## src/rtl/mem_ctrl_pkg.sv

```systemverilog
// Shared definitions for the byte-serial memory controller: size codes,
// FSM/owner encodings and the access-length helper.
package mem_ctrl_pkg;

    localparam logic RST_ENABLE = 1'b1;
    localparam logic TRUE_V     = 1'b1;

    localparam logic [1:0] MEM_BYTE = 2'd0;
    localparam logic [1:0] MEM_HALF = 2'd1;
    localparam logic [1:0] MEM_WORD = 2'd2;

    typedef enum logic [1:0] {
        ST_IDLE = 2'd0,
        ST_RD   = 2'd1,
        ST_WR   = 2'd2,
        ST_DONE = 2'd3
    } state_t;

    typedef enum logic {
        OWN_IF  = 1'b0,
        OWN_MEM = 1'b1
    } owner_t;

    // Number of bytes moved for a size code; code 3 behaves as a word.
    function automatic logic [2:0] size_to_len(input logic [1:0] size);
        logic [2:0] len;
        case (size)
            MEM_BYTE: len = 3'd1;
            MEM_HALF: len = 3'd2;
            default:  len = 3'd4;
        endcase
        return len;
    endfunction

endpackage

```

## src/rtl/mem_ctrl_ext.sv

```systemverilog
// Size mask plus sign/zero extension of a little-endian assembled 32-bit value.
// Kept standalone so MEM-stage forwarding checks can reuse it.
module mem_ctrl_ext
    import mem_ctrl_pkg::*;
(
    input  logic [31:0] raw,
    input  logic [1:0]  size,
    input  logic        sign_en,
    output logic [31:0] result
);

    logic fill_byte_s;
    logic fill_half_s;

    assign fill_byte_s = sign_en & raw[7];
    assign fill_half_s = sign_en & raw[15];

    // Select extension width from the access size.
    always_comb begin
        result = raw;
        case (size)
            MEM_BYTE: result = {{24{fill_byte_s}}, raw[7:0]};
            MEM_HALF: result = {{16{fill_half_s}}, raw[15:0]};
            default:  result = raw;
        endcase
    end

endmodule

```

## src/rtl/mem_ctrl.sv

```systemverilog
// Shares one byte-wide RAM port between instruction fetch and the MEM stage,
// serialising 8/16/32-bit little-endian loads and stores.
module mem_ctrl
    import mem_ctrl_pkg::*;
#(
    parameter int ADDR_W  = 32,
    parameter int RAM_LAT = 1
) (
    input  logic              clk,
    input  logic              rst,
    input  logic              rdy,
    input  logic              if_re,
    input  logic [ADDR_W-1:0] if_addr,
    output logic [31:0]       if_rdata,
    output logic              if_done,
    input  logic              mem_re,
    input  logic              mem_we,
    input  logic [ADDR_W-1:0] mem_addr,
    input  logic [31:0]       mem_wdata,
    input  logic [1:0]        mem_size,
    input  logic              mem_signed,
    output logic [31:0]       mem_rdata,
    output logic              mem_done,
    output logic              busy,
    output logic [ADDR_W-1:0] ram_a,
    output logic [7:0]        ram_dout,
    output logic              ram_wr,
    input  logic [7:0]        ram_din
);

    localparam logic [2:0] LAT_C = 3'(RAM_LAT);

    state_t            state_r,     state_s;
    owner_t            owner_r,     owner_s;
    logic [2:0]        cnt_r,       cnt_s;
    logic [ADDR_W-1:0] addr_r,      addr_s;
    logic [1:0]        size_r,      size_s;
    logic [31:0]       wdata_r,     wdata_s;
    logic              signed_r,    signed_s;
    logic [31:0]       buf_r,       buf_s;
    logic [ADDR_W-1:0] ram_a_r,     ram_a_s;
    logic [7:0]        ram_dout_r,  ram_dout_s;
    logic              ram_wr_r,    ram_wr_s;
    logic              if_done_r,   if_done_s;
    logic              mem_done_r,  mem_done_s;
    logic [31:0]       if_rdata_r,  if_rdata_s;
    logic [31:0]       mem_rdata_r, mem_rdata_s;
    logic              busy_r,      busy_s;

    logic [2:0]        len_s;
    logic [2:0]        rd_last_s;
    logic [1:0]        rd_idx_s;
    logic [1:0]        wr_idx_s;
    logic [31:0]       ext_s;

    assign len_s     = size_to_len(size_r);
    // The final read count covers the RAM latency drain after the last address.
    assign rd_last_s = len_s + LAT_C - 3'd1;
    assign rd_idx_s  = 2'(cnt_r - LAT_C);
    assign wr_idx_s  = cnt_r[1:0] + 2'd1;

    mem_ctrl_ext u_ext (
        .raw     (buf_s),
        .size    (size_r),
        .sign_en (signed_r),
        .result  (ext_s)
    );

    // Assemble returned RAM bytes; cleared while idle so short loads start clean.
    always_comb begin
        buf_s = buf_r;
        if (rdy == TRUE_V) begin
            if (state_r == ST_IDLE) begin
                buf_s = 32'h0000_0000;
            end else if ((state_r == ST_RD) && (cnt_r >= LAT_C)) begin
                buf_s[{rd_idx_s, 3'b000} +: 8] = ram_din;
            end else begin
                buf_s = buf_r;
            end
        end else begin
            buf_s = buf_r;
        end
    end

    // Next-state, arbitration and next values of all registered outputs.
    always_comb begin
        state_s     = state_r;
        owner_s     = owner_r;
        cnt_s       = cnt_r;
        addr_s      = addr_r;
        size_s      = size_r;
        wdata_s     = wdata_r;
        signed_s    = signed_r;
        ram_a_s     = ram_a_r;
        ram_dout_s  = ram_dout_r;
        ram_wr_s    = ram_wr_r;
        if_done_s   = if_done_r;
        mem_done_s  = mem_done_r;
        if_rdata_s  = if_rdata_r;
        mem_rdata_s = mem_rdata_r;
        if (rdy == TRUE_V) begin
            if_done_s  = 1'b0;
            mem_done_s = 1'b0;
            case (state_r)
                ST_IDLE: begin
                    cnt_s = 3'd0;
                    if (mem_we) begin
                        state_s    = ST_WR;
                        owner_s    = OWN_MEM;
                        addr_s     = mem_addr;
                        size_s     = mem_size;
                        wdata_s    = mem_wdata;
                        signed_s   = 1'b0;
                        ram_a_s    = mem_addr;
                        ram_dout_s = mem_wdata[7:0];
                        ram_wr_s   = 1'b1;
                    end else if (mem_re) begin
                        state_s  = ST_RD;
                        owner_s  = OWN_MEM;
                        addr_s   = mem_addr;
                        size_s   = mem_size;
                        signed_s = mem_signed;
                        ram_a_s  = mem_addr;
                    end else if (if_re) begin
                        state_s  = ST_RD;
                        owner_s  = OWN_IF;
                        addr_s   = if_addr;
                        size_s   = MEM_WORD;
                        signed_s = 1'b0;
                        ram_a_s  = if_addr;
                    end else begin
                        state_s = ST_IDLE;
                    end
                end
                ST_RD: begin
                    if (cnt_r == rd_last_s) begin
                        state_s = ST_DONE;
                        if (owner_r == OWN_IF) begin
                            if_done_s  = 1'b1;
                            if_rdata_s = ext_s;
                        end else begin
                            mem_done_s  = 1'b1;
                            mem_rdata_s = ext_s;
                        end
                    end else if (cnt_r < (len_s - 3'd1)) begin
                        cnt_s   = cnt_r + 3'd1;
                        ram_a_s = addr_r + ADDR_W'(cnt_r + 3'd1);
                    end else begin
                        cnt_s = cnt_r + 3'd1;
                    end
                end
                ST_WR: begin
                    if (cnt_r == (len_s - 3'd1)) begin
                        state_s    = ST_DONE;
                        ram_wr_s   = 1'b0;
                        mem_done_s = 1'b1;
                    end else begin
                        cnt_s      = cnt_r + 3'd1;
                        ram_a_s    = addr_r + ADDR_W'(cnt_r + 3'd1);
                        ram_dout_s = wdata_r[{wr_idx_s, 3'b000} +: 8];
                    end
                end
                ST_DONE: begin
                    state_s = ST_IDLE;
                    cnt_s   = 3'd0;
                end
                default: begin
                    state_s  = ST_IDLE;
                    cnt_s    = 3'd0;
                    ram_wr_s = 1'b0;
                end
            endcase
        end else begin
            state_s = state_r;
        end
    end

    assign busy_s = (state_s != ST_IDLE);

    // State and output registers; reset aborts any access in flight.
    always_ff @(posedge clk) begin
        if (rst == RST_ENABLE) begin
            state_r     <= ST_IDLE;
            owner_r     <= OWN_IF;
            cnt_r       <= 3'd0;
            addr_r      <= {ADDR_W{1'b0}};
            size_r      <= MEM_WORD;
            wdata_r     <= 32'h0000_0000;
            signed_r    <= 1'b0;
            buf_r       <= 32'h0000_0000;
            ram_a_r     <= {ADDR_W{1'b0}};
            ram_dout_r  <= 8'h00;
            ram_wr_r    <= 1'b0;
            if_done_r   <= 1'b0;
            mem_done_r  <= 1'b0;
            if_rdata_r  <= 32'h0000_0000;
            mem_rdata_r <= 32'h0000_0000;
            busy_r      <= 1'b0;
        end else begin
            state_r     <= state_s;
            owner_r     <= owner_s;
            cnt_r       <= cnt_s;
            addr_r      <= addr_s;
            size_r      <= size_s;
            wdata_r     <= wdata_s;
            signed_r    <= signed_s;
            buf_r       <= buf_s;
            ram_a_r     <= ram_a_s;
            ram_dout_r  <= ram_dout_s;
            ram_wr_r    <= ram_wr_s;
            if_done_r   <= if_done_s;
            mem_done_r  <= mem_done_s;
            if_rdata_r  <= if_rdata_s;
            mem_rdata_r <= mem_rdata_s;
            busy_r      <= busy_s;
        end
    end

    assign if_rdata  = if_rdata_r;
    assign if_done   = if_done_r;
    assign mem_rdata = mem_rdata_r;
    assign mem_done  = mem_done_r;
    assign busy      = busy_r;
    assign ram_a     = ram_a_r;
    assign ram_dout  = ram_dout_r;
    // A stalled pipeline must never see a write strobe.
    assign ram_wr    = ram_wr_r & rdy;

endmodule

```

## config.mk

```make
export PLATFORM = sky130hd
export DESIGN_NAME = mem_ctrl
export DESIGN_NICKNAME = d
export VERILOG_FILES = /design/src/rtl/mem_ctrl_pkg.sv /design/src/rtl/mem_ctrl_ext.sv /design/src/rtl/mem_ctrl.sv
export SDC_FILE = /design/constraint.sdc
export NUM_CORES = 1
export LEC_CHECK = 0
export ABC_AREA = 1
export CORE_ASPECT_RATIO = 1.5
export CORE_MARGIN = 1
export CORE_UTILIZATION = 35
export DETAILED_ROUTE_END_ITERATION = 7
export GPL_TIMING_DRIVEN = 0
export HOLD_SLACK_MARGIN = 0.1
export PLACE_DENSITY_LB_ADDON = 0.2
export SLEW_MARGIN = 20
export SYNTH_ARGS = -nofsm -noshare
export SYNTH_HDL_FRONTEND = slang
export SYNTH_HIERARCHICAL = 1
export SYNTH_SLANG_ARGS = --single-unit
```

## constraint.sdc

```tcl
create_clock -name clk -period 3.1 [get_ports clk]
set_input_delay 0.465 -clock clk [delete_from_list [all_inputs] [get_ports clk]]
set_output_delay 0.465 -clock clk [all_outputs]
set_load 0.02 [all_outputs]
```

Word level (Yosys, flattened, before mapping) --
Cells that the tools add are included.
Storage, ports and cells: register bits after elaboration 213, input port bits 113, output and inout bits 108, word-level logic and storage cells 106
Cells by class: $add $sub $neg 9, order comparisons 2, equality and inequality tests 12, shifts and indexed selects 3, mux-type cells 44, bitwise gates (word level) 4, reduce and logical (&&, ||, !) cells 16
Operators with widths (count):
- 32-bit two-way mux | 9
- 32-bit one-hot mux with 3 select lines | 1
- 32-bit one-hot mux with 2 select lines | 1
- 32-bit by 4-bit adder with 32-bit output | 1
- 32-bit bitwise mux | 1
- 8-bit by 7-bit variable shift with 32-bit output, first input constant | 1
- 32-bit by 6-bit variable part select with 8-bit output | 1
- 8-bit by 7-bit variable part select with 32-bit output | 1
- 8-bit two-way mux | 2
- 8-bit one-hot mux with 2 select lines | 1
- 4-bit AND reduction | 4
- 1-bit two-way mux | 15
- 2-bit two-way mux | 7
- 3-bit one-hot mux with 3 select lines | 1
- 3-bit AND reduction | 3
- 2-bit inequality test, second input constant | 4
- 2-bit one-hot mux with 4 select lines | 1
- 5-bit negation with 7-bit output | 1
- 3-bit by 1-bit adder with 3-bit output, second input constant | 2
- 3-bit == test | 2
- 3-bit two-way mux | 2
- 3-bit one-hot mux with 2 select lines | 1
- 6-bit AND reduction | 1
- 3-bit nonzero test | 2
- other kinds (17) | 25

Logic depth before layout (Yosys ltp) --
depth after elaboration 9, mapped depth 18, mapped depth without buffers 17

Cells and area by module --
The synthesis kept the hierarchy.
Modules (own cells, without submodules):
- mem_ctrl | instances 1, cells an instance 1482, area each 10173.5 sq um, sequential area each 4264.1 sq um
- mem_ctrl_ext | instances 1, cells an instance 72, area each 422.9 sq um, sequential area each 0.0 sq um

Least setup slack after synthesis --
Ideal clock, no wire load.
kind reg-to-reg, from register cnt_r[0], to register if_rdata_r[29], in the netlist if_rdata[29], setup time 0.070 ns, arrival time 2.463 ns, required time 3.030 ns, path slack 0.566 ns, stages on the path, launching flop included 18, buffers on the path 3, clock period less this slack 2.534 ns, cells stage by stage dfxtp_1 buf_2 inv_1 ha_1 inv_1 nor2_1 clkbuf_1 a21oi_1 nor2_1 nand2_1 inv_1 nand2_1 inv_1 nand2_4 buf_6 nand3_1 nand3_1 a21oi_1
Between the ends: cells in the longest elaborated chain, start to end 9, elaborated cells between the ends (all ways) 15, classes of those cells add/sub: 2; order compare: 1; eq/ne: 1; shift: 2; mux: 5; bitwise: 2; reduce/logical: 2
RTL lines:
- start, declared | RTL line mem_ctrl.sv:35 | logic [2:0] cnt_r, cnt_s;
- start signal, assigned | RTL line mem_ctrl.sv:202 | cnt_r <= cnt_s;
- 2-bit by 1-bit subtractor with 2-bit output | RTL line mem_ctrl.sv:59 | assign rd_idx_s = 2'(cnt_r - LAT_C);
- 5-bit negation with 7-bit output | RTL line mem_ctrl.sv:76 | buf_s[{rd_idx_s, 3'b000} +: 8] = ram_din;
- 8-bit by 7-bit variable part select with 32-bit output or 8-bit by 7-bit variable shift with 32-bit output (tied branches) | RTL line mem_ctrl.sv:76
- 32-bit bitwise mux | RTL line mem_ctrl.sv:76
- 32-bit two-way mux (*) | RTL line mem_ctrl.sv:75 | end else if ((state_r == ST_RD) && (cnt_r >= LAT_C)) begin
- 32-bit two-way mux (*) | RTL line mem_ctrl.sv:73 | if (state_r == ST_IDLE) begin
- 32-bit two-way mux (*) | RTL line mem_ctrl.sv:72 | if (rdy == TRUE_V) begin
- net buf_s[15] | RTL line mem_ctrl.sv:40 | logic [31:0] buf_r, buf_s;
- 1-bit AND (*) | RTL line mem_ctrl_ext.sv:16 | assign fill_half_s = sign_en & raw[15];
- 32-bit one-hot mux with 2 select lines (*) | RTL line mem_ctrl_ext.sv:21 | case (size)
- net ext_s[29] | RTL line mem_ctrl.sv:54 | logic [31:0] ext_s;
- end signal, assigned | RTL line mem_ctrl.sv:213 | if_rdata_r <= if_rdata_s;
- end, declared | RTL line mem_ctrl.sv:46 | logic [31:0] if_rdata_r, if_rdata_s;
Mark *: on every way through the listed nets, which the timed path passes. The rest lies on a longest branch. A chain may end at the register's enable or synchronous reset.

Final worst setup path --
from register cnt_r[0], to register ram_a_r[30], in the netlist ram_a[30]
Between the ends: cells in the longest elaborated chain, start to end 5, elaborated cells between the ends (all ways) 13, classes of those cells add/sub: 2; order compare: 1; eq/ne: 5; mux: 4; reduce/logical: 1
RTL lines:
- 3-bit by 1-bit adder with 4-bit output | RTL line mem_ctrl.sv:147, mem_ctrl.sv:159
- 32-bit by 4-bit adder with 32-bit output | RTL line mem_ctrl.sv:147, mem_ctrl.sv:159
- 32-bit two-way mux | RTL line mem_ctrl.sv:145 | end else if (cnt_r < (len_s - 3'd1)) begin
- 32-bit two-way mux | RTL line mem_ctrl.sv:136 | if (cnt_r == rd_last_s) begin
- 32-bit one-hot mux with 3 select lines | RTL line mem_ctrl.sv:104 | case (state_r)
- end signal, assigned | RTL line mem_ctrl.sv:191 | ram_a_r <= {ADDR_W{1'b0}};
- end signal, assigned | RTL line mem_ctrl.sv:208 | ram_a_r <= ram_a_s;
- end, declared | RTL line mem_ctrl.sv:41 | logic [ADDR_W-1:0] ram_a_r, ram_a_s;
Several ways; a longest one is shown, not always the timed one. The select of a mux whose other input is x is not followed.

==> results.yml <==
run_status:
  status: "finished, final reports clean"
setup_path:
  path_delay_family: "simple AND/OR/NAND/NOR gates"
  cp.required_ns: 3.46
  crit_buf_inv: 2
  cp_common_cell: "nand2_1"
  crit_fanout: 6
  crit_type: "flip-flop to flip-flop"
  path_depth: 12
  worstSetupStartpointType: "flip-flop"
  end_kind: "flip-flop"
  cp.arrival_ns: 3.31
  worst_path_max_delay_cell: "nor2_1"
  crit_path_cell_trace: "buf_2, inv_1, ha_1, fa_1, o21ai_1, nand2_1, nor2_1, nand2_1, nand2_1, nand3_1, nand2_1, a21oi_1"
  r2r_cells: 12
  max_stage_delay_ns: 0.49
logic_synthesis:
  postSynthCellCount: 1554
  ys_ff_latch: 213
  synth_xor_area_share_pct: 0.661
  synth_flop_cell: "dfxtp_1"
  yosysUniqueCellTypes: 41
  synth_area_mm2: 0.0106
  synth.avg_cell_area_um2: 6.82
  synth_edf_count: 0
  ys_seq_area_share_pct: 40.2
  synthAdderAreaFrac_pct: 1.96
  synth_area_leaders: "dfxtp_1 40%, nand2_1 12%, a21oi_1 8.3%"
  synth_warnings: 6
  synthMuxAreaShare_pct: 2.17
  yosys.area.top_type: "dfxtp_1"
  synth_top_family_by_area: "simple AND/OR/NAND/NOR gates"
  synth_compound_area_share_pct: 16.9
  synth-simple-area-share_pct: 28.6
  async_reset_ff_share_pct: 0
  synth_top_area_share_pct: 40.2
  synth_nets: 1683
finish:
  area_growth_pct: 33.6
  nets: 1930
  fin_area_mm2: 0.0142
  layout_common_cells: "336 x nand2_1, 219 x clkdlybuf4s50_1, 212 x dfxtp_1"
  antenna_cells: 0
  final_common_cell: "nand2_1"
  drive_gt1_share_pct: 6.27
power:
  seqPwrFrac_pct: 41.7
  clkPwrFrac_pct: 41.5
  pwr_density_cell_mw_per_mm2: 506
  sw_frac_of_total_pct: 28.4
  p_comb_share_pct: 16.7
  power.leakage_nw: 5.66
  power.total_mw: 7.16
  ir_drop_uv: 388
  p_switching_mw: 2.03
  internal_power_mw: 5.13
sta:
  worst_pin_slew_ns: 0.800
  rsz0062_at_grt: "false"
  maxSlewHeadroom_pct: 46.7
  maxSlewViolCount: 0
  finalCritPeriodShare_pct: 95.0
  finalSetupViolCount: 0
  hold_viol_final: 0
  finClkSkew_ns: 0.0229
  fmax_mhz: 339
  period_minus_slack_ns: 2.95
global_routing:
  antenna_found_initial: 0
  grt_first_pass_wirelength_um: 60000
  track_usage_pct: 25.4
  grt_overflow: 0
  grt_max_degree: 15
  grt_pass1_vias: 10850
routing:
  detail-route-antenna-nets: 0
  drt_iter0_markers: 761
  route.detailed.drc: 0
  vias_per_cell: 5.09
  wl_met3_um: 2200
  wl_met2_um: 21100
  wl_per_cell_um: 17.8
  dr.pass1.iters: 7
  vias: 11274
  routed_wl_um: 39500
  m1WireLength_um: 14800
  top_layer: "met4"
clock_network:
  clock-sinks: 213
  cts_buffer_depth: 3
  root_buffer: "clkbuf_16"
  htree_levels: 1
  clk_pin_slew_ns: 0.06
  cts_hold_buf: 0
  cts_tree: "done"
  clk_latency_ns: 0.53
  numCtsBuffers: 24
place:
  portBuffers: 220
  place.gp.congestion: 0.976
  placed_area_mm2: 0.0133
  post-dp-hpwl_um: 30600
floorplan:
  row_count: 77
  dieArea_mm2: 0.0310
  coreArea_mm2: 0.0297
  die_w_um: 144
  initial_core_util_pct: 35.7
  die_h_um: 215
  io_pins: 221
flow_run:
  drv_cap: 0
hold_path:
  min-delay-path-class: "flip-flop to flip-flop"
  hold_depth: 2
worst reg2reg max path, delay by kind of cell, from the launching register on:
family / cells / cell delay, ns
fa+ha+maj: 2 / 0.69
simple gates: 6 / 1.01
buf+inv: 2 / 0.35
compound gates: 2 / 0.35
flops: 1 / 0.39
what timing repair did:
item	4_1_cts	5_1_grt
gates resized for setup	5	10
gates cloned	0	0
endpoints found under the setup margin	29	47
pin swaps	0	1
buffers inserted	0	1
routing by layer:
metal	vias to the layer above	global-route usage (%)
met5	-	0
met4	0	9.61
met3	68	3.03
met2	413	48.7
met1	5212	27.7
li1	5581	-
final timing paths:
| check | startpoint | to | slack [ns] |
|---|---|---|---|
| hold / removal | wdata_r[5] | wdata_r[5] | 0.46 |
| hold reg to reg | wdata_r[5] | wdata_r[5] | 0.46 |
| setup / recovery | cnt_r[0] | ram_a[30] | 0.15 |
| setup reg to reg | cnt_r[0] | ram_a[30] | 0.15 |
kinds of logic (layout without fill, tap and decap cells):
family                   after synthesis  after routing
AO/OA/AOI/OAI                        334            334
other                                  1              1
multiplexers                          23             23
adder cells (fa/ha/maj)               16             16
XOR/XNOR                               8              8
buffers and inverters                239            504
flip-flops                           213            213
AND/OR/NAND/NOR                      720            720
registers in the layout, indices dropped and copies added, names as in the netlist:
| signal | flops |
|---|---|
| addr_r | 32 |
| busy | 1 |
| buf_r | 32 |
| size_r | 2 |
| ram_a | 32 |
| owner_r | 1 |
| if_done | 1 |
| mem_done | 1 |
| ram_dout | 8 |
| if_rdata | 32 |
| cnt_r | 3 |
| signed_r | 1 |
| state_r | 2 |
| ram_wr_r | 1 |
| wdata_r | 32 |
| mem_rdata | 32 |
cell usage after synthesis (2+ instances only):
master      n
nor3_1     24
ha_1       15
nand3b_1    2
a21oi_1   176
buf_2      20
nor2_1    200
o21ai_1     3
buf_6       5
or2_2      11
dfxtp_1   213
a22oi_1    10
nand4_1     8
o21ai_0   105
xor2_1      3
o221ai_1    8
nand2_1   336
nand3_2     5
o211ai_1    2
xnor2_1     5
mux2i_1    23
o22ai_1     2
a211oi_1   20
nand3_1   122
buf_4       8
nor2_2      4
buf_1       2
clkinv_1    3
inv_1     136
nand2_4     2
inv_2       3
nor2_4      3
a31oi_1     7
clkbuf_1   60
area by class of cell:
cell class | instances | area [um^2]
fillers | 3148 | 15500
multi-input cells | 1102 | 5360
flip-flops and latches | 213 | 4270
repair buffers | 221 | 2210
clock buffers | 32 | 672
inverters | 143 | 539
well taps | 395 | 494
plain buffers | 96 | 463
clock inverters | 12 | 149
power groups by stage:
stage	registers [mW]	clock network, mW	logic (mW)
after global routing	3.00	3.15	1.30
after floorplan	3.09	0	0.590
final	2.99	2.98	1.20
after CTS	2.99	3.03	1.19
after detailed placement	3.05	0	1.18
after global placement	3.04	0	1.17
stage by stage:
step	hold slack [ns]	utilization [%]	setup WS, ns	std cells	setup TNS (ns)
finish	0.459	47.7	0.154	2214	0
global placement	0.443	44.8	-0.349	2169	-8.47
CTS	0.459	47.6	0.0359	2213	0
detailed placement	0.449	44.8	-0.377	2169	-7.36
global route	0.467	47.7	0.0128	2214	0
floorplan	0.429	-	0.566	1554	0
Power figures use the tool's default switching activity.
